--- config.mk ---
export PLATFORM = sky130hd
export DESIGN_NAME = serializer_fsm_flat
export DESIGN_NICKNAME = d
export VERILOG_FILES = /design/src/rtl/serializer_fsm_pkg.sv /design/src/rtl/serializer_fsm_if.sv /design/src/rtl/serializer_fsm.sv /design/src/flat_wrapper.sv
export SDC_FILE = /design/constraint.sdc
export NUM_CORES = 1
export LEC_CHECK = 0
export ABC_CLOCK_PERIOD_IN_PS = 2300
export BUFFER_PORTS_ARGS = -buffer_cell sky130_fd_sc_hd__buf_4
export CORE_MARGIN = 5
export CORE_UTILIZATION = 52
export DETAILED_ROUTE_END_ITERATION = 8
export PLACE_DENSITY_LB_ADDON = 0.25
export SLEW_MARGIN = 20
export SYNTH_ARGS = -nofsm -noshare
export SYNTH_HDL_FRONTEND = slang
export SYNTH_SLANG_ARGS = --single-unit
--- constraint.sdc ---
create_clock -name i_clk -period 2.3 [get_ports i_clk]
set_clock_uncertainty 0.15 [all_clocks]
set_input_delay 0.345 -clock i_clk [delete_from_list [all_inputs] [get_ports i_clk]]
set_output_delay 0.345 -clock i_clk [all_outputs]
set_load 0.02 [all_outputs]
--- src/rtl/serializer_fsm_pkg.sv ---
// Shared types and defaults for the FIR output serializer.
package serializer_fsm_pkg;

  // Default word width; also the number of serial beats per word.
  localparam int unsigned SER_LENGTH = 24;

  // One-hot state encoding, matching the input deserializer.
  typedef enum logic [1:0] {
    ST_IDLE      = 2'b01,
    ST_SHIFT_OUT = 2'b10
  } ser_state_e;

endpackage : serializer_fsm_pkg

--- src/rtl/serializer_fsm_if.sv ---
// Parallel word handshake (from FIR) and serial bit stream (to sink).
interface serializer_fsm_if #(
  parameter int unsigned LENGTH = serializer_fsm_pkg::SER_LENGTH
);
  logic [LENGTH-1:0] iv_din;
  logic              i_din_valid;
  logic              o_ready;
  logic              o_dout;
  logic              o_dout_valid;
  logic              o_last;
  logic              i_ready;

  // Serializer side: receives words, produces the bit stream.
  modport slave (
    input  iv_din, i_din_valid, i_ready,
    output o_ready, o_dout, o_dout_valid, o_last
  );

  // Environment side: FIR word source and serial sink.
  modport master (
    output iv_din, i_din_valid, i_ready,
    input  o_ready, o_dout, o_dout_valid, o_last
  );
endinterface : serializer_fsm_if

--- src/rtl/serializer_fsm.sv ---
// Parallel-to-serial converter: one LENGTH-bit word in, LSB-first bits out,
// o_last marking the final bit of each word.
module serializer_fsm
  import serializer_fsm_pkg::*;
#(
  parameter int unsigned LENGTH = SER_LENGTH
) (
  input  logic            i_clk,
  input  logic            i_rst,
  input  logic            i_en,
  serializer_fsm_if.slave bus
);

  localparam int unsigned              LENGTH_BITS = $clog2(LENGTH);
  localparam logic [LENGTH_BITS-1:0]   LAST_IDX    = LENGTH_BITS'(LENGTH - 1);

  ser_state_e              state_q, state_d;
  logic [LENGTH-1:0]       shreg_q, shreg_d;
  logic [LENGTH_BITS-1:0]  cnt_q,   cnt_d;
  logic                    ready_q, ready_d;
  logic                    valid_q, valid_d;
  logic                    last_q,  last_d;
  logic                    accept_c;
  logic                    xfer_c;

  assign accept_c = i_en && (state_q == ST_IDLE) && ready_q && bus.i_din_valid;
  assign xfer_c   = i_en && valid_q && bus.i_ready;

  // State register; holds while the clock enable is low.
  always_ff @(posedge i_clk) begin
    if (i_rst) begin
      state_q <= ST_IDLE;
    end else if (i_en) begin
      state_q <= state_d;
    end
  end

  // Next-state logic; unknown encodings fall back to IDLE.
  always_comb begin
    state_d = state_q;
    case (state_q)
      ST_IDLE: begin
        if (accept_c) state_d = ST_SHIFT_OUT;
      end
      ST_SHIFT_OUT: begin
        if (xfer_c && (cnt_q == LAST_IDX)) state_d = ST_IDLE;
      end
      default: state_d = ST_IDLE;
    endcase
  end

  // Next values of the shift register, bit counter and handshake outputs.
  always_comb begin
    shreg_d = shreg_q;
    cnt_d   = cnt_q;
    ready_d = ready_q;
    valid_d = valid_q;
    last_d  = last_q;
    if (i_en) begin
      case (state_q)
        ST_IDLE: begin
          if (accept_c) begin
            shreg_d = bus.iv_din;
            cnt_d   = '0;
            ready_d = 1'b0;
            valid_d = 1'b1;
            last_d  = (LENGTH == 1);
          end else begin
            ready_d = 1'b1;
            valid_d = 1'b0;
          end
        end
        ST_SHIFT_OUT: begin
          if (xfer_c) begin
            if (cnt_q == LAST_IDX) begin
              ready_d = 1'b1;
              valid_d = 1'b0;
              last_d  = 1'b0;
            end else begin
              shreg_d = shreg_q >> 1;
              cnt_d   = cnt_q + LENGTH_BITS'(1);
              last_d  = ((cnt_q + LENGTH_BITS'(1)) == LAST_IDX);
            end
          end
        end
        default: begin
          ready_d = 1'b0;
          valid_d = 1'b0;
          last_d  = 1'b0;
        end
      endcase
    end
  end

  // Datapath and output registers; reset drops any word in flight.
  always_ff @(posedge i_clk) begin
    if (i_rst) begin
      shreg_q <= '0;
      cnt_q   <= '0;
      ready_q <= 1'b0;
      valid_q <= 1'b0;
      last_q  <= 1'b0;
    end else begin
      shreg_q <= shreg_d;
      cnt_q   <= cnt_d;
      ready_q <= ready_d;
      valid_q <= valid_d;
      last_q  <= last_d;
    end
  end

  // The current serial bit is always the LSB of the shift register.
  assign bus.o_dout       = shreg_q[0];
  assign bus.o_dout_valid = valid_q;
  assign bus.o_last       = last_q;
  assign bus.o_ready      = ready_q;

endmodule : serializer_fsm
--- src/flat_wrapper.sv ---
// flat-port wrapper written by rule: the top's interface ports become plain ports
module serializer_fsm_flat import serializer_fsm_pkg::*;
#(
  parameter int unsigned LENGTH = SER_LENGTH
)
  (i_clk, i_rst, i_en, bus_iv_din, bus_i_din_valid, bus_i_ready, bus_o_ready, bus_o_dout, bus_o_dout_valid, bus_o_last);
  serializer_fsm_if #(.LENGTH(LENGTH)) bus_i ();
  input  logic i_clk;
  input  logic i_rst;
  input  logic i_en;
  input wire logic [$bits(bus_i.iv_din)-1:0] bus_iv_din;
  input wire logic [$bits(bus_i.i_din_valid)-1:0] bus_i_din_valid;
  input wire logic [$bits(bus_i.i_ready)-1:0] bus_i_ready;
  output wire logic [$bits(bus_i.o_ready)-1:0] bus_o_ready;
  output wire logic [$bits(bus_i.o_dout)-1:0] bus_o_dout;
  output wire logic [$bits(bus_i.o_dout_valid)-1:0] bus_o_dout_valid;
  output wire logic [$bits(bus_i.o_last)-1:0] bus_o_last;
  assign bus_i.iv_din = bus_iv_din;
  assign bus_i.i_din_valid = bus_i_din_valid;
  assign bus_i.i_ready = bus_i_ready;
  assign bus_o_ready = bus_i.o_ready;
  assign bus_o_dout = bus_i.o_dout;
  assign bus_o_dout_valid = bus_i.o_dout_valid;
  assign bus_o_last = bus_i.o_last;
  serializer_fsm #(.LENGTH(LENGTH)) u_core (.i_clk(i_clk), .i_rst(i_rst), .i_en(i_en), .bus(bus_i));
endmodule
==> results of run 1 <==
-- area by class of cell --
type | instances | area [um^2]
fill | 311 | 1260
inverter | 6 | 22.5
clock buffer | 7 | 45.0
tap | 46 | 57.6
multi-input combinational | 122 | 940
timing repair buffer | 36 | 283
sequential | 34 | 681
-- worst max path at each step --
| stage | from | to | slack (ps) | depth (start not counted) |
|---|---|---|---|---|
| after global routing | u_core.cnt_q[1] | u_core.bus.o_ready | 40 | 5 |
| after floorplan | u_core.state_q[0] | u_core.cnt_q[4] | 310 | 7 |
| after global placement | u_core.cnt_q[1] | u_core.state_q[0] | 330 | 5 |
| after detailed placement | u_core.cnt_q[1] | u_core.state_q[0] | 270 | 5 |
| after CTS | u_core.cnt_q[1] | u_core.state_q[0] | 230 | 5 |
| final | u_core.cnt_q[1] | u_core.state_q[0] | 200 | 5 |
-- cell usage after synthesis --
cell	n	area share, %
a2111oi_1	1	0.58
a211o_4	1	1.0
a211oi_1	24	10
a211oi_2	1	0.72
a211oi_4	1	1.2
a21boi_4	1	1.1
a21oi_1	24	7.0
a221o_1	1	0.58
a221oi_1	1	0.51
a311oi_1	1	0.51
a31oi_1	1	0.36
buf_2	6	1.7
buf_6	3	2.0
clkbuf_1	6	1.3
dfxtp_1	34	39
ha_1	4	2.9
inv_1	6	1.3
mux2_2	1	0.65
mux2i_1	24	14
nand2_1	3	0.65
nand2b_1	5	1.8
nand3_1	7	2.0
nand3b_1	1	0.43
nand4_1	1	0.36
nand4b_1	1	0.51
nor2_1	3	0.65
nor2_4	1	0.65
nor2b_1	1	0.36
nor3b_1	2	0.87
o21ai_0	3	0.87
o22ai_1	1	0.36
o311ai_1	1	0.51
o31ai_1	1	0.43
o41ai_1	1	0.51
or4_1	2	0.87
xnor2_1	2	1.0
-- registers in the layout, indices dropped and copies added (netlist names) --
signal,cells
u_core.bus.o_dout_valid,1
u_core.bus.o_last,1
u_core.bus.o_ready,1
u_core.cnt_q,5
u_core.shreg_q,24
u_core.state_q,2
-- kinds of logic (layout without fill, tap and decap cells) --
| family | after synthesis | in the layout | synth area share, % |
|---|---|---|---|
| compound gates | 64 | 64 | 26.6 |
| xor+xnor | 2 | 2 | 1.01 |
| fa+ha+maj | 4 | 4 | 2.90 |
| buf+inv | 21 | 49 | 6.30 |
| flops | 34 | 34 | 39.4 |
| mux | 25 | 25 | 14.6 |
| simple gates | 27 | 27 | 9.20 |
-- power breakdown --
part	switching [mW]	internal, mW
combinational	0.0892	0.0858
clock	0.182	0.115
sequential	0.0180	0.622
-- per-layer routing --
layer	wire (um)	share of wire, %	global-route usage, %	up-vias
met3	161	4.3	5.82	4
li1	-	-	-	725
met5	0	0	0	-
met2	1910	51	31.3	27
met4	41	1.1	8.35	0
met1	1650	44	20.7	683
-- metrics by stage --
stage | power [mW] | std cells | hold slack, ps | util (%) | area (um^2)
finish | 1.11 | 251 | 211 | 61.8 | 2030
global route | 1.17 | 251 | 214 | 61.8 | 2030
CTS | 1.13 | 251 | 198 | 61.8 | 2030
detailed placement | 0.829 | 244 | 320 | 60.4 | 1980
global placement | 0.821 | 244 | 322 | 60.4 | 1980
floorplan | 0.762 | 177 | 299 | - | 1730
-- cells in the final DEF, fill, tap and decap left out, types with 3 or more instances in the layout --
cell type and count:
nand3_1 7, a211oi_1 24, dfxtp_1 34, inv_1 6, mux2i_1 24, nor2_1 3
nand2_1 3, a21oi_1 24, buf_4 35, ha_1 3, nand2b_1 5, o21ai_0 3
clkbuf_4 5
-- worst max-delay path, cell delays in order (launching register included) --
cell and delay, ps:
dfxtp_1 410, ha_1 280, nand4b_1 180, a211oi_2 490
nand2_1 150, a221o_1 320
==> flow_metrics.tcl, run 1 <==
set metrics [dict create \
    outcome "complete, no violations" \
    r2r_start "u_core.cnt_q[1]" \
    grt_pass1_wl_um 6350 \
    antenna_left 0 \
    slew_headroom_pct 67.9 \
    cts_hold_buf 0 \
    required_ps 2360 \
    leakagePower_nw 0.685 \
    num_rows 21 \
    clockBufferDepth 2 \
    wl_um 3770 \
    drt_iter0_drc 102 \
    cts_sinks 34 \
    die_w_um 67.6 \
    min_period_over_period_pct 91.1 \
    area_growth_pct 17.5 \
    yosysWarningCount 0 \
    gp_congestion 0.845 \
    synth_cell_types 36 \
    grt_max_degree 39 \
    dr_total_vias 1439 \
    min_path_cells 3 \
    p_per_area_nw_per_um2 548 \
    clk_latency_ps 330 \
    drv_cap 0 \
    rrSetupSlack_ps 200 \
    netlist_area_um2 1730 \
    crit_path_end_kind "flop" \
    syn_nets 210 \
    postLayoutSetupSlackWorst_ps 204 \
    initial_core_util_pct 52.6 \
    root_buffer "clkbuf_4" \
    dpl.hpwl_um 2580 \
    worstSetupStartpointType "flop" \
    layout-drive-gt1-share_pct 23.4 \
    antenna_found_initial 0 \
    path_max_fanout 7 \
    whs_endpoint "u_core.shreg_q[13]" \
    cts_tree "done" \
    ys_seq_area_share_pct 39.4 \
    totalNegativeSetupSlack_ps 0 \
    crit_type "reg -> reg" \
    peakVddDrop_mv 0.347 \
    fmax_mhz 477 \
    nets 238 \
    setup_violations 0 \
    post_cts.repair.setup_buffers 0 \
    htreeDepth 2 \
    grt_pass1_vias 1474 \
    vias_per_cell 5.73 \
    syn_inst 177 \
    grtUsageTotal_pct 18.4 \
    min_period_ps 2100 \
    wl_per_cell_um 15.0 \
    ys_ff_latch 34 \
    cp_data_arrival_time_ps 2160 \
    core_area_um2 3280 \
    worst_pin_slew_ps 482 \
    path_clk_slew_ps 100 \
    die_height_um 67.6 \
    drt_pre_antenna_iters 4 \
    dieArea_um2 4570 \
    pre_cts_ws_ps 268 \
    rr_endpoint "u_core.state_q[0]" \
    numCtsBuffers 5 \
    avgSynthCellArea_um2 9.76 \
    overflow 0 \
    r2r.worst_path.cells 5 \
    cts_resized 0 \
    drc 0 \
    io-pin-count 33 \
    rsz0062_at_grt "false" \
    hold_violations 0 \
    diodes 0 \
    slew_violations 0 \
    min_from "bus_iv_din[13]" \
    hold_class "in -> reg" \
    port_buffers 32 \
]
No activity file was read; power rests on OpenSTA's default activity.
==> inputs of run 2 (changes only) <==
--- a/config.mk
+++ b/config.mk
@@ -8,7 +8,7 @@
 export ABC_CLOCK_PERIOD_IN_PS = 2300
 export BUFFER_PORTS_ARGS = -buffer_cell sky130_fd_sc_hd__buf_4
 export CORE_MARGIN = 5
-export CORE_UTILIZATION = 52
+export CORE_UTILIZATION = 45
 export DETAILED_ROUTE_END_ITERATION = 8
 export PLACE_DENSITY_LB_ADDON = 0.25
 export SLEW_MARGIN = 20
==> flow_metrics.tcl, run 2 (synthesis gave the netlist of run 1 again) <==
set metrics [dict create \
    diodes 0 \
    cts_hold_buf 0 \
    path_max_fanout 7 \
    slew_headroom_pct 66.9 \
    r2r_start "u_core.cnt_q[1]" \
    dr_total_vias 1457 \
    pwr-share-comb_pct 13.0 \
    swShare_pct 23.9 \
    dieArea_um2 5180 \
    htreeDepth 2 \
    overflow 0 \
    crit_family "compound AO/OA/AOI/OAI gates" \
    cp_data_arrival_time_ps 2050 \
    dpl.hpwl_um 2580 \
    hold_violations 0 \
    required_ps 2310 \
    drt_pre_antenna_iters 4 \
    crit_path_end_kind "flop" \
    fmax_mhz 492 \
    clockBufferDepth 2 \
    hold_class "in -> reg" \
    path_clk_slew_ps 70 \
    mostFrequentLayoutCell "buf_4" \
    p_per_area_nw_per_um2 644 \
    die_height_um 71.9 \
    worst_pin_slew_ps 496 \
    cts_tree "done" \
    hold-worst-slack_ps 253 \
    gp_congestion 0.961 \
    setup_violations 0 \
    reg_top3 "u_core.shreg_q: 24 flops, u_core.cnt_q: 5 flops, u_core.state_q: 2 flops" \
    worstPathCellList "ha_1 -> nand4b_1 -> a211oi_2 -> nand2_1 -> a221o_1" \
    port_buffers 32 \
    area_growth_pct 21.3 \
    drv_cap 0 \
    layout-drive-gt1-share_pct 24.8 \
    grt_max_degree 39 \
    wl_um 3790 \
    grtUsageTotal_pct 15.4 \
    multiInputGateArea_um2 940 \
    internal-power_mw 1.03 \
    worstSetupStartpointType "flop" \
    peakVddDrop_mv 0.379 \
    clk_latency_ps 280 \
    ff_latch_area_um2 681 \
    switching_power_uw 323 \
    crit_type "reg -> reg" \
    nets 238 \
    rsz0062_at_grt "false" \
    cts_resized 0 \
    wl_per_cell_um 14.9 \
    min_period_ps 2030 \
    critical-path-slowest-cell "a211oi_2" \
    antenna_found_initial 0 \
    min_period_over_period_pct 88.4 \
    io-pin-count 33 \
    drt_iter0_drc 64 \
    core_area_um2 3690 \
    vias_per_cell 5.74 \
    antenna_left 0 \
    drc 0 \
    outcome "complete, no violations" \
    cts_sinks 34 \
    top_register "u_core.shreg_q" \
    totalNegativeSetupSlack_ps 0 \
    worst-path-buf-inv 0 \
    num_rows 22 \
    leakagePower_nw 0.717 \
    root_buffer "clkbuf_8" \
    slew_violations 0 \
    slowest_delay_ps 460 \
    worstSetupStartpoint "u_core.cnt_q[1]" \
    p_seq_share_pct 47.4 \
    layout_common_cells "buf_4 (35), dfxtp_1 (34), mux2i_1 (24), a21oi_1 (24), a211oi_1 (24)" \
    post_cts.repair.setup_buffers 0 \
    numCtsBuffers 5 \
    initial_core_util_pct 46.8 \
    largest_reg_flops 24 \
    grt_pass1_vias 1488 \
    min_from "bus_iv_din[9]" \
    fillers 339 \
    grt_pass1_wl_um 6440 \
    clockPowerShare_pct 39.6 \
    die_w_um 71.9 \
]
-- run 2: power groups by stage --
| stage | clock, mW | combinational, mW | sequential (mW) |
|---|---|---|---|
| finish | 0.534 | 0.175 | 0.640 |
| global route | 0.582 | 0.193 | 0.645 |
| CTS | 0.554 | 0.177 | 0.640 |
| detailed placement | 0 | 0.176 | 0.653 |
| global placement | 0 | 0.170 | 0.652 |
| floorplan | 0 | 0.109 | 0.653 |
-- run 2: metal layers --
layer | vias to the layer above | global-route usage, % | routed length [um]
met5 | - | 0 | 0
met4 | 0 | 6.47 | 48
met3 | 6 | 4.43 | 133
met2 | 24 | 26.4 | 1930
met1 | 706 | 17.9 | 1670
li1 | 721 | - | -
-- run 2: final cells by class --
cell class / instances / area share (%)
Inverter: 6 / 1.08
Multi-Input combinational cell: 122 / 44.9
Clock buffer: 5 / 3.29
Tap cell: 48 / 2.87
Clock inverter: 3 / 1.91
Sequential cell: 34 / 32.5
Timing Repair Buffer: 36 / 13.5
-- run 2: stage by stage --
stage | area, um^2 | cells | worst slack [ps] | util, % | power (mW)
after floorplan | 1730 | 177 | 305 | - | 0.762
after global placement | 1990 | 246 | 364 | 53.8 | 0.821
after detailed placement | 1990 | 246 | 280 | 53.8 | 0.829
after CTS | 2090 | 254 | 248 | 56.8 | 1.37
after global routing | 2090 | 254 | 81.8 | 56.8 | 1.42
final | 2090 | 254 | 266 | 56.8 | 1.35
-- run 2: path summary, 6_finish.rpt --
path / end / slack (ps) / depth (start not counted)
min: u_core.shreg_q[9] / 250 / 3
max: u_core.state_q[0] / 270 / 5
max reg2reg: u_core.state_q[0] / 270 / 5
min reg2reg: u_core.shreg_q[23] / 340 / 2
-- run 2: worst min-delay path: cells and delay by family --
kind	cells	cell delay (ps)
muxes	1	110
AOI/OAI and AO/OA	1	80
buffers and inverters	1	100
==> inputs of run 3 (changes only) <==
--- a/config.mk
+++ b/config.mk
@@ -10,7 +10,7 @@
 export CORE_MARGIN = 5
 export CORE_UTILIZATION = 45
 export DETAILED_ROUTE_END_ITERATION = 8
-export PLACE_DENSITY_LB_ADDON = 0.25
+export PLACE_DENSITY = 0.67
 export SLEW_MARGIN = 20
 export SYNTH_ARGS = -nofsm -noshare
 export SYNTH_HDL_FRONTEND = slang
==> flow_metrics.tcl, run 3 (synthesis gave the netlist of run 1 again) <==
set metrics [dict create \
    die_w_um 71.9 \
    drv_cap 0 \
    min_period_ps 2060 \
    mostFrequentLayoutCell "buf_4" \
    die_height_um 71.9 \
    stdcell_count 254 \
    root_buffer "clkbuf_8" \
    initial_core_util_pct 46.8 \
    drt_pre_antenna_iters 4 \
    grt_pass1_vias 1410 \
    min_period_over_period_pct 89.7 \
    port_buffers 32 \
    leakagePower_nw 0.706 \
    setup_violations 0 \
    fmax_mhz 485 \
    hold_class "in -> reg" \
    num_rows 22 \
    htreeDepth 2 \
    cts_resized 0 \
    core_area_um2 3690 \
    outcome "complete, no violations" \
    dieArea_um2 5180 \
    vias_per_cell 5.72 \
    grt_pass1_wl_um 6240 \
    gp_congestion 0.785 \
    clockBufferDepth 2 \
    layout-drive-gt1-share_pct 24.8 \
    overflow 0 \
    hold-worst-slack_ps 259 \
    slew_violations 0 \
    crit_path_end_kind "flop" \
    grt_max_degree 39 \
    rsz0062_at_grt "false" \
    dpl.hpwl_um 2440 \
    drt_iter0_drc 133 \
    top_register "u_core.shreg_q" \
    wl_um 3680 \
    placedCellCount 246 \
    slew_headroom_pct 67.7 \
    area_growth_pct 20.5 \
    largest_reg_flops 24 \
    clk_latency_ps 280 \
    path_max_fanout 30 \
    nets 238 \
    required_ps 2320 \
    reg_top3 "u_core.shreg_q: 24 flops, u_core.cnt_q: 5 flops, u_core.state_q: 2 flops" \
    diodes 0 \
    layout_common_cells "buf_4 (35), dfxtp_1 (34), mux2i_1 (24), a21oi_1 (24), a211oi_1 (24)" \
    antenna_left 0 \
    peakVddDrop_mv 0.406 \
    dr_total_vias 1453 \
    path_clk_slew_ps 70 \
    totalNegativeSetupSlack_ps 0 \
    cts_sinks 34 \
    cp_data_arrival_time_ps 2080 \
    io-pin-count 33 \
    fillers 325 \
    worstSetupStartpointType "flop" \
    grtUsageTotal_pct 15.0 \
    total_power_mw 1.27 \
    wl_per_cell_um 14.5 \
    numCtsBuffers 5 \
    drc 0 \
    hold_violations 0 \
    p_per_area_nw_per_um2 609 \
    cts_hold_buf 0 \
    cts_tree "done" \
    antenna_found_initial 0 \
    crit_type "reg -> reg" \
    worst_pin_slew_ps 484 \
    post_cts.repair.setup_buffers 0 \
]
==> run 3: worst paths after layout <==
kind	start	to	slack (ps)	depth (start not counted)
worst min-delay path	bus_iv_din[11]	u_core.shreg_q[11]	260	3
worst max register to register	u_core.state_q[0]	u_core.bus.o_last	240	6
worst min register to register	u_core.shreg_q[23]	u_core.shreg_q[23]	340	2
worst max-delay path	u_core.state_q[0]	u_core.bus.o_last	240	6
==> run 3: where the power goes <==
part           total, mW  switching [mW]  internal (mW)  leakage (nW)
clock              0.452           0.212          0.240        0.0472
combinational      0.175          0.0885         0.0867         0.382
sequential         0.640          0.0178          0.622         0.277
==> run 3: worst max-delay path, cell delays in order (launching register included) <==
cell and delay [ps]:
dfxtp_1 330, inv_1 60, ha_2 250, buf_4 430, nor2b_1 280, nand3_1 110, o41ai_1 340
==> run 3: area by class of cell <==
type | count | area [um^2] | area share (%)
multi-input cells | 122 | 940 | 45.2
repair buffers | 36 | 283 | 13.6
well taps | 48 | 60.1 | 2.89
flip-flops and latches | 34 | 681 | 32.7
clock buffers | 6 | 82.6 | 3.97
clock inverters | 2 | 12.5 | 0.601
inverters | 6 | 22.5 | 1.08
==> run 3: metal layers <==
| metal | track usage, % | routed length [um] |
|---|---|---|
| met3 | 5.40 | 184 |
| met5 | 0 | 0 |
| met4 | 3.76 | 19 |
| met2 | 26.0 | 1790 |
| met1 | 17.4 | 1680 |
==> run 3: stage by stage <==
step	cell area, um^2	setup slack [ps]	utilization (%)
after global placement	1990	374	53.8
after CTS	2080	257	56.4
after detailed placement	1990	288	53.8
final	2080	236	56.4
after floorplan	1730	305	-
after global routing	2080	120	56.4
